$ cat config.mk
export PLATFORM = sky130hd
export DESIGN_NAME = quadtree_local_ni
export DESIGN_NICKNAME = d
export VERILOG_FILES = /design/src/rtl/quadtree_local_ni_pkg.sv /design/src/rtl/ni_sync_fifo.sv /design/src/rtl/quadtree_local_ni.sv
export SDC_FILE = /design/constraint.sdc
export NUM_CORES = 1
export LEC_CHECK = 0
export CORE_AREA = 2 2 149 151
export CTS_CLUSTER_DIAMETER = 50
export CTS_CLUSTER_SIZE = 8
export DETAILED_ROUTE_END_ITERATION = 16
export DIE_AREA = 0 0 151 153
export DONT_BUFFER_PORTS = 1
export GPL_ROUTABILITY_DRIVEN = 0
export PLACE_DENSITY_LB_ADDON = 0.1
export REMOVE_ABC_BUFFERS = 1
export SLEW_MARGIN = 20
export SYNTH_ARGS = -nofsm -noshare
export SYNTH_HDL_FRONTEND = slang
export SYNTH_SLANG_ARGS = --single-unit
$ cat constraint.sdc
create_clock -name clk -period 8.4 [get_ports clk]
set_input_delay 1.68 -clock clk [delete_from_list [all_inputs] [get_ports clk]]
set_output_delay 1.68 -clock clk [all_outputs]
set_load 0.005 [all_outputs]
$ cat src/rtl/quadtree_local_ni_pkg.sv
// rtl/quadtree_local_ni_pkg.sv - shared constants for the quadtree LOCAL-port network interface
package quadtree_local_ni_pkg;

    localparam int ROUTER_WIDTH = 32;
    localparam int DIR_LOCAL    = 0;

    function automatic int ptr_bits(input int depth);
        return (depth > 1) ? $clog2(depth) : 1;
    endfunction

endpackage

$ cat src/rtl/ni_sync_fifo.sv
// rtl/ni_sync_fifo.sv - synchronous FIFO with combinational head output
module ni_sync_fifo
    import quadtree_local_ni_pkg::*;
#(
    parameter int WIDTH = ROUTER_WIDTH,
    parameter int DEPTH = 4
) (
    input  logic             clk,
    input  logic             rst_n,
    input  logic             push,
    input  logic             pop,
    input  logic [WIDTH-1:0] din,
    output logic [WIDTH-1:0] dout,
    output logic             full,
    output logic             empty
);
    localparam int AW = ptr_bits(DEPTH);
    localparam logic [AW:0] PTR_ONE = (AW + 1)'(1);

    logic [WIDTH-1:0] r_mem [DEPTH];
    logic [AW:0]      r_wr_ptr;
    logic [AW:0]      r_rd_ptr;

    // Extra pointer bit distinguishes full from empty when the indices match.
    assign empty = (r_wr_ptr == r_rd_ptr);
    assign full  = (r_wr_ptr[AW] != r_rd_ptr[AW]) &&
                   (r_wr_ptr[AW-1:0] == r_rd_ptr[AW-1:0]);
    assign dout  = r_mem[r_rd_ptr[AW-1:0]];

    always_ff @(posedge clk or negedge rst_n) begin
        if (!rst_n) begin
            r_wr_ptr <= '0;
            r_rd_ptr <= '0;
        end else begin
            if (push) r_wr_ptr <= r_wr_ptr + PTR_ONE;
            if (pop)  r_rd_ptr <= r_rd_ptr + PTR_ONE;
        end
    end

    always_ff @(posedge clk) begin
        if (push) r_mem[r_wr_ptr[AW-1:0]] <= din;
    end

endmodule

$ cat src/rtl/quadtree_local_ni.sv
// rtl/quadtree_local_ni.sv - PE <-> router LOCAL port interface with credit flow control
module quadtree_local_ni
    import quadtree_local_ni_pkg::*;
#(
    parameter int FLIT_W      = ROUTER_WIDTH,
    parameter int INJ_DEPTH   = 4,
    parameter int EJ_DEPTH    = 4,
    parameter int CREDIT_INIT = 4
) (
    input  logic                             clk,
    input  logic                             rst,
    input  logic                             pe_tx_valid,
    input  logic [FLIT_W-1:0]                pe_tx_data,
    output logic                             pe_tx_ready,
    output logic                             noc_tx_valid,
    output logic [FLIT_W-1:0]                noc_tx_data,
    input  logic                             noc_tx_credit,
    input  logic                             noc_rx_valid,
    input  logic [FLIT_W-1:0]                noc_rx_data,
    output logic                             noc_rx_credit,
    output logic                             pe_rx_valid,
    output logic [FLIT_W-1:0]                pe_rx_data,
    input  logic                             pe_rx_ready,
    output logic [$clog2(CREDIT_INIT+1)-1:0] inj_credit,
    output logic                             err_sticky
);
    localparam int            CW       = $clog2(CREDIT_INIT + 1);
    localparam logic [CW-1:0] CRED_MAX = CW'(CREDIT_INIT);
    localparam logic [CW-1:0] CRED_ONE = CW'(1);

    logic              w_inj_full, w_inj_empty, w_inj_push, w_send;
    logic [FLIT_W-1:0] w_inj_head;
    logic              w_ej_full, w_ej_empty, w_ej_push, w_ej_pop;
    logic              w_ej_overflow, w_credit_overflow;

    logic [CW-1:0]     r_credit;
    logic              r_tx_valid;
    logic [FLIT_W-1:0] r_tx_data;
    logic              r_rx_credit;
    logic              r_err;

    assign pe_tx_ready = !w_inj_full;
    assign w_inj_push  = pe_tx_valid && !w_inj_full;
    assign w_send      = !w_inj_empty && (r_credit != '0);

    ni_sync_fifo #(.WIDTH(FLIT_W), .DEPTH(INJ_DEPTH)) u_inj_fifo (
        .clk   (clk),
        .rst_n (rst),
        .push  (w_inj_push),
        .pop   (w_send),
        .din   (pe_tx_data),
        .dout  (w_inj_head),
        .full  (w_inj_full),
        .empty (w_inj_empty)
    );

    // A write into a full ejection FIFO is still taken if the PE frees a slot this cycle.
    assign w_ej_pop      = !w_ej_empty && pe_rx_ready;
    assign w_ej_push     = noc_rx_valid && (!w_ej_full || w_ej_pop);
    assign w_ej_overflow = noc_rx_valid && w_ej_full && !w_ej_pop;

    ni_sync_fifo #(.WIDTH(FLIT_W), .DEPTH(EJ_DEPTH)) u_ej_fifo (
        .clk   (clk),
        .rst_n (rst),
        .push  (w_ej_push),
        .pop   (w_ej_pop),
        .din   (noc_rx_data),
        .dout  (pe_rx_data),
        .full  (w_ej_full),
        .empty (w_ej_empty)
    );

    assign pe_rx_valid       = !w_ej_empty;
    assign w_credit_overflow = noc_tx_credit && !w_send && (r_credit == CRED_MAX);

    always_ff @(posedge clk or negedge rst) begin
        if (!rst) begin
            r_credit    <= CRED_MAX;
            r_tx_valid  <= 1'b0;
            r_tx_data   <= '0;
            r_rx_credit <= 1'b0;
            r_err       <= 1'b0;
        end else begin
            if (noc_tx_credit && !w_send && (r_credit != CRED_MAX))
                r_credit <= r_credit + CRED_ONE;
            else if (w_send && !noc_tx_credit)
                r_credit <= r_credit - CRED_ONE;
            r_tx_valid  <= w_send;
            if (w_send) r_tx_data <= w_inj_head;
            r_rx_credit <= w_ej_pop;
            if (w_credit_overflow || w_ej_overflow) r_err <= 1'b1;
        end
    end

    assign noc_tx_valid  = r_tx_valid;
    assign noc_tx_data   = r_tx_data;
    assign noc_rx_credit = r_rx_credit;
    assign inj_credit    = r_credit;
    assign err_sticky    = r_err;

endmodule

Word-level counts from Yosys, hierarchy flattened:

Memory sizes are Yosys's and may differ from the RTL's. A register that Yosys moved wholly into a read port is not among the register bits.
Cells that the tools add are included.

* logic and storage cells: 54
* input bits: 70
* memories: 2
* memory bits (writable): 256
* register bits after elaboration: 18

Memories
* u_ej_fifo.r_mem: depth 4, width 32, read ports 1, clocked after memory_dff 0, wr ports 1, line ni_sync_fifo.sv:20 `logic [WIDTH-1:0] r_mem [DEPTH];`
* u_inj_fifo.r_mem: depth 4, width 32, read ports 1, clocked after memory_dff 1, wr ports 1, line ni_sync_fifo.sv:20

* reduce and logical (&&, ||, !) cells: 24
* add/subtract/negate cells: 6
* multiplexer cells: 6
* eq/ne operators: 8

Operator list (count)
* $add 3x1->3 const B: 5
* $logic_and 1x1->1: 12
* $logic_not 1->1: 8
* $eq 3x3->1: 2
* $mux 3: 2
* $eq 2x2->1: 2
* $mux 1: 4
* $eq 3x3->1 const B: 1
* $ne 3x3->1 const B: 1
* $reduce_bool 3->1: 1
* $sub 3x1->3 const B: 1
* $logic_or 1x1->1: 2
* $ne 1x1->1: 2
* $reduce_bool 2->1: 1

Longest topological paths before layout:

Gate-level depths: netlist of run 1.

* word-level depth: 7
* gate-level depth with buffers: 10
* depth with buffers taken out: 9

Cells and area by module:

A second synthesis of run 1 with hierarchy kept.

* cells, all modules: 498
* area, all modules: 11691.2 um^2

By module, submodules not included
* ni_sync_fifo: times used 2, cells each 198, area an instance 5013.6 um^2
* quadtree_local_ni: times used 1, cells each 102, area an instance 1664.1 um^2

Worst setup path before layout of run 1:

OpenSTA, ideal clock, no wires.

* path type: in2reg
* start point: input port pe_rx_ready
* end point: memory u_ej_fifo.r_mem[3][0] in the netlist's numbering (enable)
* data required time: 7976 ps
* buffers on the path: 0
* data arrival time: 3215 ps
* slack: 4761 ps
* library setup time: 424 ps
* stages on the path: 2
* path through: o41ai_4 -> nor2_1

* longest elaborated chain between the ends: 5

RTL lines
* from (decl): line quadtree_local_ni.sv:23 `input logic pe_rx_ready,`
* $logic_and 1x1->1: line quadtree_local_ni.sv:58 `assign w_ej_pop = !w_ej_empty && pe_rx_ready;`
* $logic_or 1x1->1: line quadtree_local_ni.sv:59 `assign w_ej_push = noc_rx_valid && (!w_ej_full || w_ej_pop);`
* $logic_and 1x1->1: line quadtree_local_ni.sv:59
* $mux 1: line ni_sync_fifo.sv:41 `if (push) r_mem[r_wr_ptr[AW-1:0]] <= din;`
* $mux 1 (not written as such): line ni_sync_fifo.sv:41
* to (decl): line ni_sync_fifo.sv:20

No other way between the ends.

Worst setup path after layout of run 1:

* start point: register u_ej_fifo.r_rd_ptr[0]
* end point: output port pe_rx_data[24]

* longest elaborated chain between the ends: 1

RTL lines
* from (decl): line ni_sync_fifo.sv:22 `logic [AW:0] r_rd_ptr;`
* from (signal assigned): line ni_sync_fifo.sv:36 `if (pop) r_rd_ptr <= r_rd_ptr + PTR_ONE;`
* $mem_v2 4x32
* to (decl): line quadtree_local_ni.sv:22 `output logic [FLIT_W-1:0] pe_rx_data,`

No other way between the ends.

==> out/metrics.cfg, run 1 <==
[critical_path]
end_kind=output pin
max_stage_delay_ps=630
reg2reg_slack_ps=5390
required_ps=6720
rr_worst_depth=3
crit_slowest_cell=mux4_2
worst-path-max-fanout=29
path_cells=buf_4 -> mux4_2
path_class=flip-flop to output pin
cp-start-kind=flip-flop
cp.arrival_ps=2130

[timing]
max_freq_mhz=262.2
period_share=0.4540
slew-limit-headroom=0.3146
tightest_slew_ps=1026
setup_violations=0
finClkSkew_ps=21.00
holdWs_ps=491.8
fin_setup_tns_ps=0
rsz0062_at_grt=no
slew_violations=0
fin_crit_ps=3814
final-hold-violation-count=0

[finish]
design_area_um2=13290
area_growth_pct=14.30
layout_common_cells=edfxtp_1 (256), mux4_2 (64), clkbuf_16 (47)
nNetsFinal=618
utilization=0.6186
seqCellArea_um2=8944
antenna_cells=0
final_common_cell=edfxtp_1
drive_above_1_share=0.2822
multi_input_area_um2=2559
fillCellCount=1481

[synth]
avgSynthCellArea_um2=22.94
synth_edf_count=256
async_reset_ff_frac=0.1634
synth_cell_type_count=39
seq_area_frac_synth=0.7688
synth_area_um2=11630
ys.flop_type=edfxtp_1
synth-seq-cells=306
synth_cells=507
yosys_warnings=0

[status]
status=finished clean

[route]
wl_per_cell_um=23.20
first_pass_iters=7
drt_iter0_drc=199
via_count=4866
viasPerCell=5.698
wl_mm=19.81
antenna_left=0
drcViolationCount=0

[clock_network]
cts_made_buffers=45
hold_buffers=0
cts_root_buffer=clkbuf_16
h-tree-depth=2
postCtsSetupRepairBufs=0
cts_resized=0
clk_pin_slew_worst_paths_ps=50
tritoncts=built
clockBufferDepth=3
clock_latency_ps=520
cts.sinks=306

[die]
start_util=0.5412
die_y_um=153
core_area_um2=21490
die_w_um=151
num_rows=54
die_area_um2=23100
ios=142

[grt]
grt_max_degree=51
antenna_found_initial=0
grt_usage=0.1782
overflow=0
grt_pass1_wl_mm=30.86
first_global_vias=5585

[pwr]
p_leak_nw=4.531
power_density_nw_per_um2=405.7
finalPower_mw=5.392
ir_worst_vdd_mv=0.2461

[placed_design]
io_buffers=0
dpl_cell_area_um2=11920
place_hpwl_mm=11.67

[run]
max-cap-violations=0

[worst_hold_path]
hold_class=flip-flop to flip-flop
hold_depth=1

-- sequential cells by signal (all words and copies together) (netlist names) --
name                 cells
u_ej_fifo.r_mem        128
u_inj_fifo.r_mem       128
noc_tx_data             32
inj_credit               3
u_ej_fifo.r_rd_ptr       3
u_ej_fifo.r_wr_ptr       3
u_inj_fifo.r_rd_ptr      3
u_inj_fifo.r_wr_ptr      3
err_sticky               1
noc_rx_credit            1
noc_tx_valid             1
-- critical path: cells and delay by family (launching register included) --
| kind | cells | cell delay, ps |
|---|---|---|
| DFF | 1 | 460 |
| buffers and inverters | 1 | 500 |
| muxes | 1 | 630 |
-- routing by layer --
layer,track usage,up-vias,wire (um),part of all wire
met1,0.2131,2520,7403,0.37
met2,0.2942,169,9953,0.50
li1,-,2138,-,-
met5,0,-,0,0
met3,0.06836,39,1963,0.099
met4,0.06765,0,490,0.025
-- cell type report --
type,count,area share
inverter,11,0.003106
clock inverter,3,0.003295
multi-input combinational,169,0.1925
tap,280,0.02636
sequential,306,0.6729
clock buffer,81,0.09960
timing repair buffer,4,0.002259
-- kinds of logic (layout without fill, tap and decap cells) --
kind of cell	count (synthesis)	after routing	synth area share
flip-flops	306	306	0.7688
AND/OR/NAND/NOR	29	29	0.01302
adder cells (fa/ha/maj)	11	11	0.01248
multiplexers	99	99	0.1633
XOR/XNOR	17	17	0.01668
AO/OA/AOI/OAI	13	13	0.01151
buffers and inverters	32	99	0.01420
-- path summary, 6_finish.rpt --
path                                             start                endpoint
worst max register to register  u_inj_fifo.r_rd_ptr[1]  u_inj_fifo.r_mem[2][7]
worst min register to register              err_sticky              err_sticky
max in group asynchronous                          rst           inj_credit[2]
worst max-delay path             u_ej_fifo.r_rd_ptr[0]          pe_rx_data[24]
worst min-delay path                        err_sticky              err_sticky
min in group asynchronous                          rst  u_inj_fifo.r_wr_ptr[0]
-- report_power, final --
group | switching, mW | internal [mW] | leakage, nW
sequential | 0.227 | 2.10 | 2.92
combinational | 0.678 | 0.709 | 0.953
clock | 0.595 | 1.08 | 0.654
total | 1.50 | 3.89 | 4.53
-- stage by stage --
step / setup WS, ps / std cells
global placement: 5046 / 770
floorplan: 4475 / 486
CTS: 4511 / 854
detailed placement: 4940 / 770
global route: 4434 / 854
finish: 4586 / 854
-- synth_stat cells (5+ instances only) --
cell type  number  share of area
ha_1           10          0.011
inv_1          11         0.0036
mux4_2         64           0.12
edfxtp_1      256           0.66
nand3_1         5         0.0022
mux2_4         17          0.022
xnor2_1         7         0.0053
mux2_2          7         0.0068
clkbuf_1        8         0.0026
buf_2           6         0.0026
mux2_1         11          0.011
dfrtp_1        49           0.11
nor2_1          9         0.0029
xor2_1          7         0.0053
Note: power is estimated with default switching activity, not from simulation.
==> run 2, diff against run 1 <==
==> constraint.sdc (replaced) <==
create_clock -name clk -period 3.5 [get_ports clk]
set_input_delay 0.7 -clock clk [delete_from_list [all_inputs] [get_ports clk]]
set_output_delay 0.7 -clock clk [all_outputs]
set_load 0.005 [all_outputs]
==> out/metrics.cfg, run 2 (synthesis gave the netlist of run 1 again) <==
[timing]
holdWs_ps=37.90
slew-limit-headroom=0.3341
layout_setup_ws_ps=588.1
fin_setup_tns_ps=0
rsz0062_at_grt=no
slew_violations=0
max_freq_mhz=343.4
finClkSkew_ps=10.10
setup_violations=0
final-hold-violation-count=0
period_share=0.8320
tightest_slew_ps=996.5
fin_crit_ps=2912

[pwr]
p_seq_frac=0.426
power.internal_mw=9.327
power_density_nw_per_um2=970.8
ir_worst_vdd_mv=0.6555
p_sw_mw=3.645
clock_power_share=0.303
finalPower_mw=12.97
p_comb_frac=0.271
p_leak_nw=4.576
netSwitchingFraction=0.2810

[route]
wl_mm=20.78
drt_iter0_drc=243
drcViolationCount=0
viasPerCell=5.705
antenna_left=0
wl_per_cell_um=24.08
via_count=4923
first_pass_iters=6

[die]
num_rows=54
start_util=0.5412
die_w_um=151
core_area_um2=21490
die_area_um2=23100
die_y_um=153
ios=142

[status]
status=finished clean

[finish]
antenna_cells=0
layout_common_cells=edfxtp_1 (256), mux4_2 (64), dfrtp_1 (46)
utilization=0.6219
nNetsFinal=630
area_growth_pct=14.90
drive_above_1_share=0.2916
final_common_cell=edfxtp_1

[clock_network]
cts_made_buffers=45
cts_resized=0
hold_buffers=1
cts_root_buffer=clkbuf_16
cts.sinks=306
postCtsSetupRepairBufs=0
clk_pin_slew_worst_paths_ps=50
clock_latency_ps=510
clockBufferDepth=3
h-tree-depth=2
tritoncts=built

[critical_path]
reg2reg_slack_ps=1130
rr_worst_depth=4
worst-path-max-fanout=28
crit_path_start=u_ej_fifo.r_rd_ptr[0]
required_ps=2800
timing.rr.end=u_inj_fifo.r_mem[0][7]
r2r_start=u_inj_fifo.r_wr_ptr[1]
setup.worst_path.end=pe_rx_data[10]
cp.arrival_ps=2210
cp-start-kind=flip-flop
end_kind=output pin
path_class=flip-flop to output pin

[grt]
first_global_vias=5535
grt_pass1_wl_mm=32.36
grt_usage=0.1879
grt_max_degree=50
overflow=0
antenna_found_initial=0

[placed_design]
place_hpwl_mm=12.57
pre_cts_slack_ps=1068
io_buffers=0

[worst_hold_path]
hold_class=input port to async pin

[run]
max-cap-violations=0

run 2: critical path, cell delays in order, from the launching register on:
cell and delay, ps:
dfrtp_2 520, buf_4 540, mux4_2 630
run 2: area by class of cell:
type,count,area (um2)
Fill cell,1469,8124
Tap cell,280,350.3
Multi-Input combinational cell,169,2559
Clock inverter,4,68.82
Sequential cell,306,8944
Timing Repair Buffer,16,152.6
Inverter,11,41.29
Clock buffer,77,1246
run 2: worst min path at each step:
stage	startpoint	end	slack, ps
3_5_place_dp	rst	noc_tx_data[15]	410
3_3_place_gp	rst	noc_tx_data[15]	410
6_report	rst	inj_credit[2]	40
4_1_cts	rst	inj_credit[2]	20
5_1_grt	rst	inj_credit[2]	10
2_1_floorplan	rst	err_sticky	400
run 2: metrics by stage:
step           cells  area (um2)
6_report         863       13360
5_1_grt          863       13360
4_1_cts          863       13360
3_3_place_gp     781       12020
3_5_place_dp     781       12020
2_1_floorplan    486       11500
run 2: power by group through the flow:
| stage | Combinational, mW | Sequential, mW | Clock [mW] |
|---|---|---|---|
| 5_1_grt | 3.86 | 5.62 | 4.17 |
| 3_3_place_gp | 3.49 | 5.55 | 0 |
| 4_1_cts | 3.62 | 5.54 | 4.01 |
| 3_5_place_dp | 3.58 | 5.59 | 0 |
| 6_report | 3.52 | 5.52 | 3.93 |
| 2_1_floorplan | 2.52 | 5.68 | 0 |
run 2: routing by layer:
| metal | wire length [um] | track usage | share of wire | vias up |
|---|---|---|---|---|
| met3 | 2014 | 0.07791 | 0.097 | 32 |
| met5 | 0 | 0 | 0 | - |
| met1 | 8031 | 0.2276 | 0.39 | 2571 |
| met4 | 344 | 0.04940 | 0.017 | 0 |
| li1 | - | - | - | 2160 |
| met2 | 10390 | 0.3136 | 0.50 | 160 |
